File: config.mk
export PLATFORM = sky130hd
export DESIGN_NAME = count_window_ctrl
export DESIGN_NICKNAME = d
export VERILOG_FILES = /design/src/rtl/count_window_ctrl.sv
export SDC_FILE = /design/constraint.sdc
export NUM_CORES = 1
export LEC_CHECK = 0
export CAP_MARGIN = 20
export CORE_UTILIZATION = 58
export DETAILED_ROUTE_END_ITERATION = 7
export PLACE_DENSITY = 0.86
export SLEW_MARGIN = 20
export SYNTH_ARGS = -nofsm -noshare
export SYNTH_HDL_FRONTEND = slang
export SYNTH_SLANG_ARGS = --single-unit
File: constraint.sdc
create_clock -name clk -period 4.85 [get_ports clk]
set_input_delay 0.97 -clock clk [delete_from_list [all_inputs] [get_ports clk]]
set_output_delay 0.97 -clock clk [all_outputs]
set_load 0.05 [all_outputs]
File: src/rtl/count_window_ctrl.sv
// rtl/count_window_ctrl.sv - run controller gating a BCD event counter for a tick-based window
module count_window_ctrl #(
    parameter int TICK_DIV = 100000
) (
    input  logic        clk,
    input  logic        reset,
    input  logic        start,
    input  logic        stop,
    input  logic [15:0] window_ms,
    input  logic [15:0] counter_digits,
    output logic        counter_reset,
    output logic        counter_enable,
    output logic [15:0] held_digits,
    output logic [15:0] elapsed_ms,
    output logic        busy,
    output logic        done,
    output logic        overflow,
    output logic        truncated
);

    localparam int PW = (TICK_DIV > 2) ? $clog2(TICK_DIV) : 1;
    localparam logic [PW-1:0] TICK_LAST = PW'(TICK_DIV - 1);

    typedef enum logic [2:0] {
        S_IDLE,
        S_CLEAR,
        S_RUN,
        S_DRAIN,
        S_LATCH
    } state_t;

    state_t      state;
    state_t      next_state;
    logic        start_prev;
    logic        start_edge;
    logic        accept;
    logic        tick_wrap;
    logic        window_end;
    logic        cmp_armed;
    logic [PW-1:0] prescaler;
    logic [15:0] window_reg;
    logic [15:0] prev_digits;
    logic [15:0] elapsed_inc;

    assign start_edge  = start & ~start_prev;
    assign tick_wrap   = (prescaler == TICK_LAST);
    assign elapsed_inc = (elapsed_ms == 16'hFFFF) ? elapsed_ms : elapsed_ms + 16'd1;
    // A zero window never matches here, so free runs end only on stop.
    assign window_end  = tick_wrap && (window_reg != 16'd0) && (elapsed_inc == window_reg);

    // Next-state selection and state-decoded counter controls
    always_comb begin
        next_state     = state;
        accept         = 1'b0;
        counter_reset  = 1'b0;
        counter_enable = 1'b0;
        busy           = 1'b1;
        case (state)
            S_IDLE: begin
                busy = 1'b0;
                if (start_edge && !stop) begin
                    accept     = 1'b1;
                    next_state = S_CLEAR;
                end
            end
            S_CLEAR: begin
                counter_reset = 1'b1;
                next_state    = S_RUN;
            end
            S_RUN: begin
                counter_enable = 1'b1;
                if (stop || window_end) begin
                    next_state = S_DRAIN;
                end
            end
            S_DRAIN: next_state = S_LATCH;
            S_LATCH: next_state = S_IDLE;
            default: next_state = S_IDLE;
        endcase
    end

    // State register
    always_ff @(posedge clk or negedge reset) begin
        if (!reset) begin
            state <= S_IDLE;
        end else begin
            state <= next_state;
        end
    end

    // Start edge history and one-cycle-old count for rollover detection
    always_ff @(posedge clk or negedge reset) begin
        if (!reset) begin
            start_prev  <= 1'b0;
            prev_digits <= 16'h0000;
            cmp_armed   <= 1'b0;
        end else begin
            start_prev  <= start;
            prev_digits <= counter_digits;
            // Previous sample is only meaningful once it was taken inside RUN.
            cmp_armed   <= (state == S_RUN);
        end
    end

    // Per-run window, tick prescaler, elapsed count and sticky flags
    always_ff @(posedge clk or negedge reset) begin
        if (!reset) begin
            window_reg <= 16'd0;
            prescaler  <= '0;
            elapsed_ms <= 16'd0;
            overflow   <= 1'b0;
            truncated  <= 1'b0;
        end else if (accept) begin
            window_reg <= window_ms;
            prescaler  <= '0;
            elapsed_ms <= 16'd0;
            overflow   <= 1'b0;
            truncated  <= 1'b0;
        end else if (state == S_RUN) begin
            prescaler <= tick_wrap ? '0 : prescaler + 1'b1;
            if (tick_wrap) begin
                elapsed_ms <= elapsed_inc;
            end
            if (stop) begin
                truncated <= 1'b1;
            end
            if (cmp_armed && (counter_digits < prev_digits)) begin
                overflow <= 1'b1;
            end
        end
    end

    // Final count capture; done coincides with the new held value
    always_ff @(posedge clk or negedge reset) begin
        if (!reset) begin
            held_digits <= 16'h0000;
            done        <= 1'b0;
        end else begin
            done <= (state == S_LATCH);
            if (state == S_LATCH) begin
                held_digits <= counter_digits;
            end
        end
    end

endmodule

==> impl_metrics.py, run 1 <==
metrics = {
    "setup_path": {
        "cp-end-kind": "primary output",
        "cp.depth": 4,
        "reg2reg_slack_ns": 1.73,
        "cp_data_arrival_time_ns": 2.50,
        "r2r_start": "elapsed_ms[0]",
        "critical_path_class": "reg -> out",
        "critPathSlowestCell": "clkdlybuf4s50_1",
        "cp_cell_sequence": "nor2_1 > nand2_1 > inv_1 > clkdlybuf4s50_1",
        "required_ns": 3.88,
        "rr_endpoint": "state[0]",
        "r2r_cells": 8,
        "cp-endpoint": "counter_enable",
        "worstSetupStartpointType": "flip-flop",
        "crit_fanout": 8,
        "crit_family": "buffers and inverters",
        "crit_path_max_incr_delay_ns": 0.86,
        "crit_buf_inv": 2,
        "crit_start": "state[0]",
    },
    "finish": {
        "finalNetCount": 604,
        "antenna_cells": 0,
        "fill_cells": 541,
        "fin_cells": 658,
        "drive_above_1_share_pct": 8.81,
        "final_util_pct": 72.6,
        "regMostFlops": "prescaler",
        "largest_reg_flops": 17,
        "area_growth_pct": 21.6,
    },
    "synth": {
        "synth-edff-count": 0,
        "yosys.area.top_type": "dfrtp_1",
        "synth_warnings": 0,
        "synthArstFlopShare_pct": 100,
        "ys_top_cells_by_area": "dfrtp_1 48%, nand2_1 6.8%, ha_1 4.6%",
        "synth_nets": 536,
        "ys_seq_area_share_pct": 48.3,
        "synth_top_area_share_pct": 48.3,
        "synth-main-ff-cell": "dfrtp_1",
        "synth_cells": 483,
        "postSynthAreaPerCell_um2": 9.55,
        "yosys_register_bits": 89,
        "synth_cell_types": 54,
        "synth_area_um2": 4610,
    },
    "die": {
        "die-area_um2": 8310,
        "rows": 32,
        "die_x_um": 91.2,
        "io_pins": 74,
        "start_util_pct": 59.7,
        "coreArea_um2": 7730,
        "chipHeight_um": 91.2,
    },
    "global_route": {
        "grt_use_total_pct": 29.3,
        "antenna_found_initial": 0,
        "grt_first_pass_wirelength_um": 19100,
        "grt_start_max_net_pins": 90,
        "grt-ovfl-total": 0,
        "grt_pass1_vias": 3883,
    },
    "cts": {
        "cts-htree-levels": 3,
        "numCtsBuffers": 9,
        "cts_tree": "done",
        "clock-root-buffer": "clkbuf_8",
        "clk_pin_slew_ns": 0.09,
        "cts_setup_buffers": 0,
        "clockBufferDepth": 2,
        "clk_latency_ns": 0.37,
        "cts.sink_count": 89,
        "postCtsHoldBufs": 0,
        "cts_resized": 0,
    },
    "pwr": {
        "vdd_drop_max_mv": 0.474,
        "power_frac_comb_pct": 46.5,
        "finalPower_mw": 3.55,
        "p_sw_share_pct": 47.1,
        "p_per_area_nw_per_um2": 632,
        "switchingPower_mw": 1.67,
        "p_leak_nw": 2.42,
        "p_seq_share_pct": 38.5,
        "p_int_mw": 1.87,
        "clkPwrFrac_pct": 15.0,
    },
    "sta": {
        "setup-tns-final_ns": 0,
        "period_share_pct": 71.5,
        "fin_worst_skew_ns": 0.0119,
        "max_freq_mhz": 288,
        "rsz0062_at_grt": "false",
        "slew_headroom_pct": 44.6,
        "layout_min_cycle_time_ns": 3.47,
        "worstMarginPinSlew_ns": 0.828,
        "hold_violations": 0,
        "fin_hold_ws_ns": 0.511,
        "setup_viol": 0,
        "drv_slew": 0,
    },
    "detailed_routing": {
        "vias": 4036,
        "vias_per_cell": 6.13,
        "firstDrtPassIters": 5,
        "wire_per_inst_um": 17.4,
        "post-route-drc-count": 0,
        "drtIter0Drc": 389,
        "wirelength_um": 11400,
        "final_antenna_net_count": 0,
    },
    "worst_hold_path": {
        "hold_path.class": "reg -> reg",
        "worstHoldPathCells": 1,
    },
    "placed_design": {
        "portBuffers": 73,
        "place_inst": 642,
        "dp_hpwl_um": 8030,
        "gp_congestion": 0.876,
    },
    "status": {
        "status": "finished, final reports clean",
    },
    "run": {
        "maxCapViolCount": 0,
    },
}
==> area by class of cell <==
class,instances,area (µm²),share of cell area [%]
Clock buffer,10,138,2.45
Sequential cell,89,2230,39.7
Multi-Input combinational cell,348,2200,39.2
Tap cell,102,128,2.27
Inverter,28,105,1.87
Clock inverter,6,66.3,1.18
Timing Repair Buffer,75,747,13.3
==> kinds of logic (layout without fill, tap and decap cells) <==
logic type	after synthesis	in the layout	share of synthesized area [%]
xor+xnor	22	22	4.18
compound gates	111	111	14.4
simple gates	179	179	19.8
mux	19	19	4.58
fa+ha+maj	17	17	4.61
flops	89	89	48.3
buf+inv	46	119	4.12
==> worst min path at each step <==
stage	slack (ns)	startpoint	end
floorplan	0.46	prescaler[4]	prescaler[4]
global placement	0.49	truncated	truncated
detailed placement	0.49	truncated	truncated
CTS	0.51	truncated	truncated
global route	0.53	held_digits[11]	held_digits[11]
finish	0.51	held_digits[11]	held_digits[11]
==> per-stage QoR <==
stage / area (µm²) / worst slack [ns]
6_report: 5610 / 1.38
5_1_grt: 5610 / 1.29
4_1_cts: 5610 / 1.43
3_5_place_dp: 5400 / 1.36
3_3_place_gp: 5400 / 1.53
2_1_floorplan: 4610 / 1.84
==> cell usage after synthesis, types with 5 or more instances <==
cell type,n
xnor2_1,16
nand3_1,15
xor2_1,6
nor4_1,6
a31oi_1,8
ha_1,17
nand4_1,12
buf_2,5
nor2_1,21
inv_1,27
o31ai_1,5
clkbuf_1,11
nor3_1,8
dfrtp_1,89
a21oi_1,34
nand2_1,83
and3_1,5
o21ai_0,39
mux2_2,17
==> per-layer routing <==
metal,track usage (%),routed length (µm),part of all wire [%],vias up
li1,-,-,-,1851
met1,40.6,5110,45,1979
met2,46.4,5410,47,183
met3,5.28,698,6.1,23
met4,10.6,232,2.0,0
met5,0,0,0,-
==> power groups by stage <==
stage / Combinational (mW) / Clock [mW] / Sequential, mW
3_5_place_dp: 1.64 / 0 / 1.36
5_1_grt: 1.77 / 0.565 / 1.40
4_1_cts: 1.65 / 0.531 / 1.35
3_3_place_gp: 1.60 / 0 / 1.34
2_1_floorplan: 0.731 / 0 / 1.70
6_report: 1.65 / 0.530 / 1.37
==> layout by cell type (no fill, tap or decap), drive strengths merged, types with 15 or more instances in the layout <==
| master | n |
|---|---|
| clkdlybuf4s50 | 72 |
| o21ai | 40 |
| nand4 | 16 |
| mux2 | 17 |
| xnor2 | 16 |
| ha | 17 |
| nand2 | 83 |
| nand3 | 15 |
| dfrtp | 89 |
| nor2 | 21 |
| inv | 28 |
| a21oi | 34 |
Note: power is estimated with default switching activity, not from simulation.
==> run 2: changes to the inputs <==
--- a/config.mk
+++ b/config.mk
@@ -6,9 +6,9 @@
 export NUM_CORES = 1
 export LEC_CHECK = 0
 export CAP_MARGIN = 20
-export CORE_UTILIZATION = 58
+export CORE_UTILIZATION = 49
 export DETAILED_ROUTE_END_ITERATION = 7
-export PLACE_DENSITY = 0.86
+export PLACE_DENSITY = 0.77
 export SLEW_MARGIN = 20
 export SYNTH_ARGS = -nofsm -noshare
 export SYNTH_HDL_FRONTEND = slang
==> constraint.sdc (replaced) <==
create_clock -name clk -period 2.85 [get_ports clk]
set_input_delay 0.57 -clock clk [delete_from_list [all_inputs] [get_ports clk]]
set_output_delay 0.57 -clock clk [all_outputs]
set_load 0.05 [all_outputs]
==> run 2 against run 1 <==
Net effect:
- clock skew is 0.0019 ns lower
- worst hold slack worse by 0.33 ns
- combinational power is 75% higher
- global-route usage is 4.2 points lower
- total power is 69% higher
- critical path type is now reg -> reg
==> impl_metrics.py, run 2 (synthesis results as in run 1) <==
metrics = {
    "placed_design": {
        "dp_hpwl_um": 8450,
        "portBuffers": 73,
        "gp_congestion": 0.929,
        "dpl_worst_slack_ns": 0.113,
        "place_inst": 669,
    },
    "cts": {
        "cts.sink_count": 89,
        "clk_latency_ns": 0.36,
        "cts-htree-levels": 3,
        "cts_tree": "done",
        "clock-root-buffer": "clkbuf_8",
        "clk_pin_slew_ns": 0.09,
        "cts_setup_buffers": 0,
        "clockBufferDepth": 2,
        "numCtsBuffers": 9,
    },
    "finish": {
        "antenna_cells": 0,
        "fin_cells": 685,
        "largest_reg_flops": 17,
        "final_cell_mix": "85 x dfrtp_1, 83 x nand2_1, 71 x clkdlybuf4s50_1",
        "final_common_cell": "dfrtp_1",
        "final_util_pct": 62.6,
        "seq_area_um2": 2230,
        "fill_cells": 774,
        "regMostFlops": "prescaler",
        "drive_above_1_share_pct": 12.5,
        "multiInputGateArea_um2": 2210,
        "area_growth_pct": 24.9,
        "finalNetCount": 622,
    },
    "pwr": {
        "vdd_drop_max_mv": 0.651,
        "p_per_area_nw_per_um2": 1040,
        "p_leak_nw": 2.51,
    },
    "sta": {
        "slew_headroom_pct": 63.4,
        "hold_violations": 0,
        "worst_slack_ns": 0.206,
        "worstMarginPinSlew_ns": 0.547,
        "max_freq_mhz": 378,
        "setup-tns-final_ns": 0,
        "drv_slew": 0,
        "rsz0062_at_grt": "false",
        "fin_worst_skew_ns": 0.00998,
        "fin_hold_ws_ns": 0.179,
        "setup_viol": 0,
        "layout_min_cycle_time_ns": 2.64,
        "period_share_pct": 92.8,
    },
    "die": {
        "die-area_um2": 9800,
        "rows": 35,
        "start_util_pct": 50.1,
        "chipHeight_um": 99.0,
        "die_x_um": 99.0,
        "coreArea_um2": 9200,
        "io_pins": 74,
    },
    "setup_path": {
        "r2r_cells": 7,
        "critPathSlowestCell": "or4_4",
        "crit_path_max_incr_delay_ns": 0.66,
        "crit_fanout": 11,
        "required_ns": 3.11,
        "worstSetupStartpointType": "flip-flop",
        "cp_cell_sequence": "nand4_4 > or4_4 > nand4b_1 > xnor2_1 > a21oi_1 > or4_1 > o31ai_1",
        "cp_data_arrival_time_ns": 2.91,
        "reg2reg_slack_ns": 0.21,
        "critical_path_class": "reg -> reg",
        "rr_endpoint": "state[0]",
        "r2r_start": "elapsed_ms[6]",
        "cp-end-kind": "flip-flop",
    },
    "detailed_routing": {
        "vias_per_cell": 5.81,
        "wire_per_inst_um": 16.4,
        "wirelength_um": 11200,
        "drtIter0Drc": 223,
        "vias": 3980,
        "final_antenna_net_count": 0,
        "post-route-drc-count": 0,
        "firstDrtPassIters": 5,
    },
    "global_route": {
        "antenna_found_initial": 0,
        "grt_first_pass_wirelength_um": 19200,
        "grt-ovfl-total": 0,
        "grt_start_max_net_pins": 50,
        "grt_use_total_pct": 25.0,
        "grt_pass1_vias": 3991,
    },
    "run": {
        "maxCapViolCount": 0,
    },
    "worst_hold_path": {
        "hold_path.class": "in -> async",
    },
    "status": {
        "status": "finished, final reports clean",
    },
}
==> run 2: final cells by class <==
type                    instances  area share, %
flip-flops and latches         89           38.8
inverters                      28           1.83
multi-input cells             348           38.4
clock inverters                 6          0.826
well taps                     111           2.41
repair buffers                 93           15.4
clock buffers                  10           2.39
==> run 2: report_power, final <==
group          internal [mW]  switching, mW
logic                   1.10           1.79
clock network          0.352          0.480
registers               1.71          0.571
==> run 2: metrics by stage <==
step                total power, mW  area (µm²)
global route                   6.34        5760
finish                         6.00        5760
global placement               5.09        5560
detailed placement             5.17        5560
CTS                            6.00        5750
floorplan                      4.14        4610
==> run 2: how the worst max path moves through the flow <==
stage | cells after the start | slack, ns | from | endpoint
finish | 7 | 0.21 | elapsed_ms[6] | state[0]
global route | 8 | 0.06 | elapsed_ms[0] | state[0]
CTS | 7 | 0.12 | elapsed_ms[4] | state[0]
detailed placement | 7 | 0.11 | elapsed_ms[4] | state[0]
global placement | 7 | 0.24 | elapsed_ms[4] | state[0]
floorplan | 8 | 0.02 | elapsed_ms[3] | state[0]
==> run 2: critical path, delay by kind of cell, from the launching register on <==
kind / cells / cell delay (ns)
AND/OR/NAND/NOR: 4 / 1.59
AO/OA/AOI/OAI: 2 / 0.32
flip-flops: 1 / 0.50
XOR/XNOR: 1 / 0.13
==> run 2: routing by layer <==
layer / GRT usage [%] / share of wire, %
met5: 0 / 0
met3: 5.67 / 5.9
met4: 11.3 / 2.3
met1: 35.5 / 47
met2: 36.7 / 45
==> run 2: what timing repair did <==
| action | 4_1_cts | 5_1_grt |
|---|---|---|
| hold buffers | 0 | 0 |
| resized for setup | 0 | 3 |
| endpoints found under the setup margin | 0 | 1 |
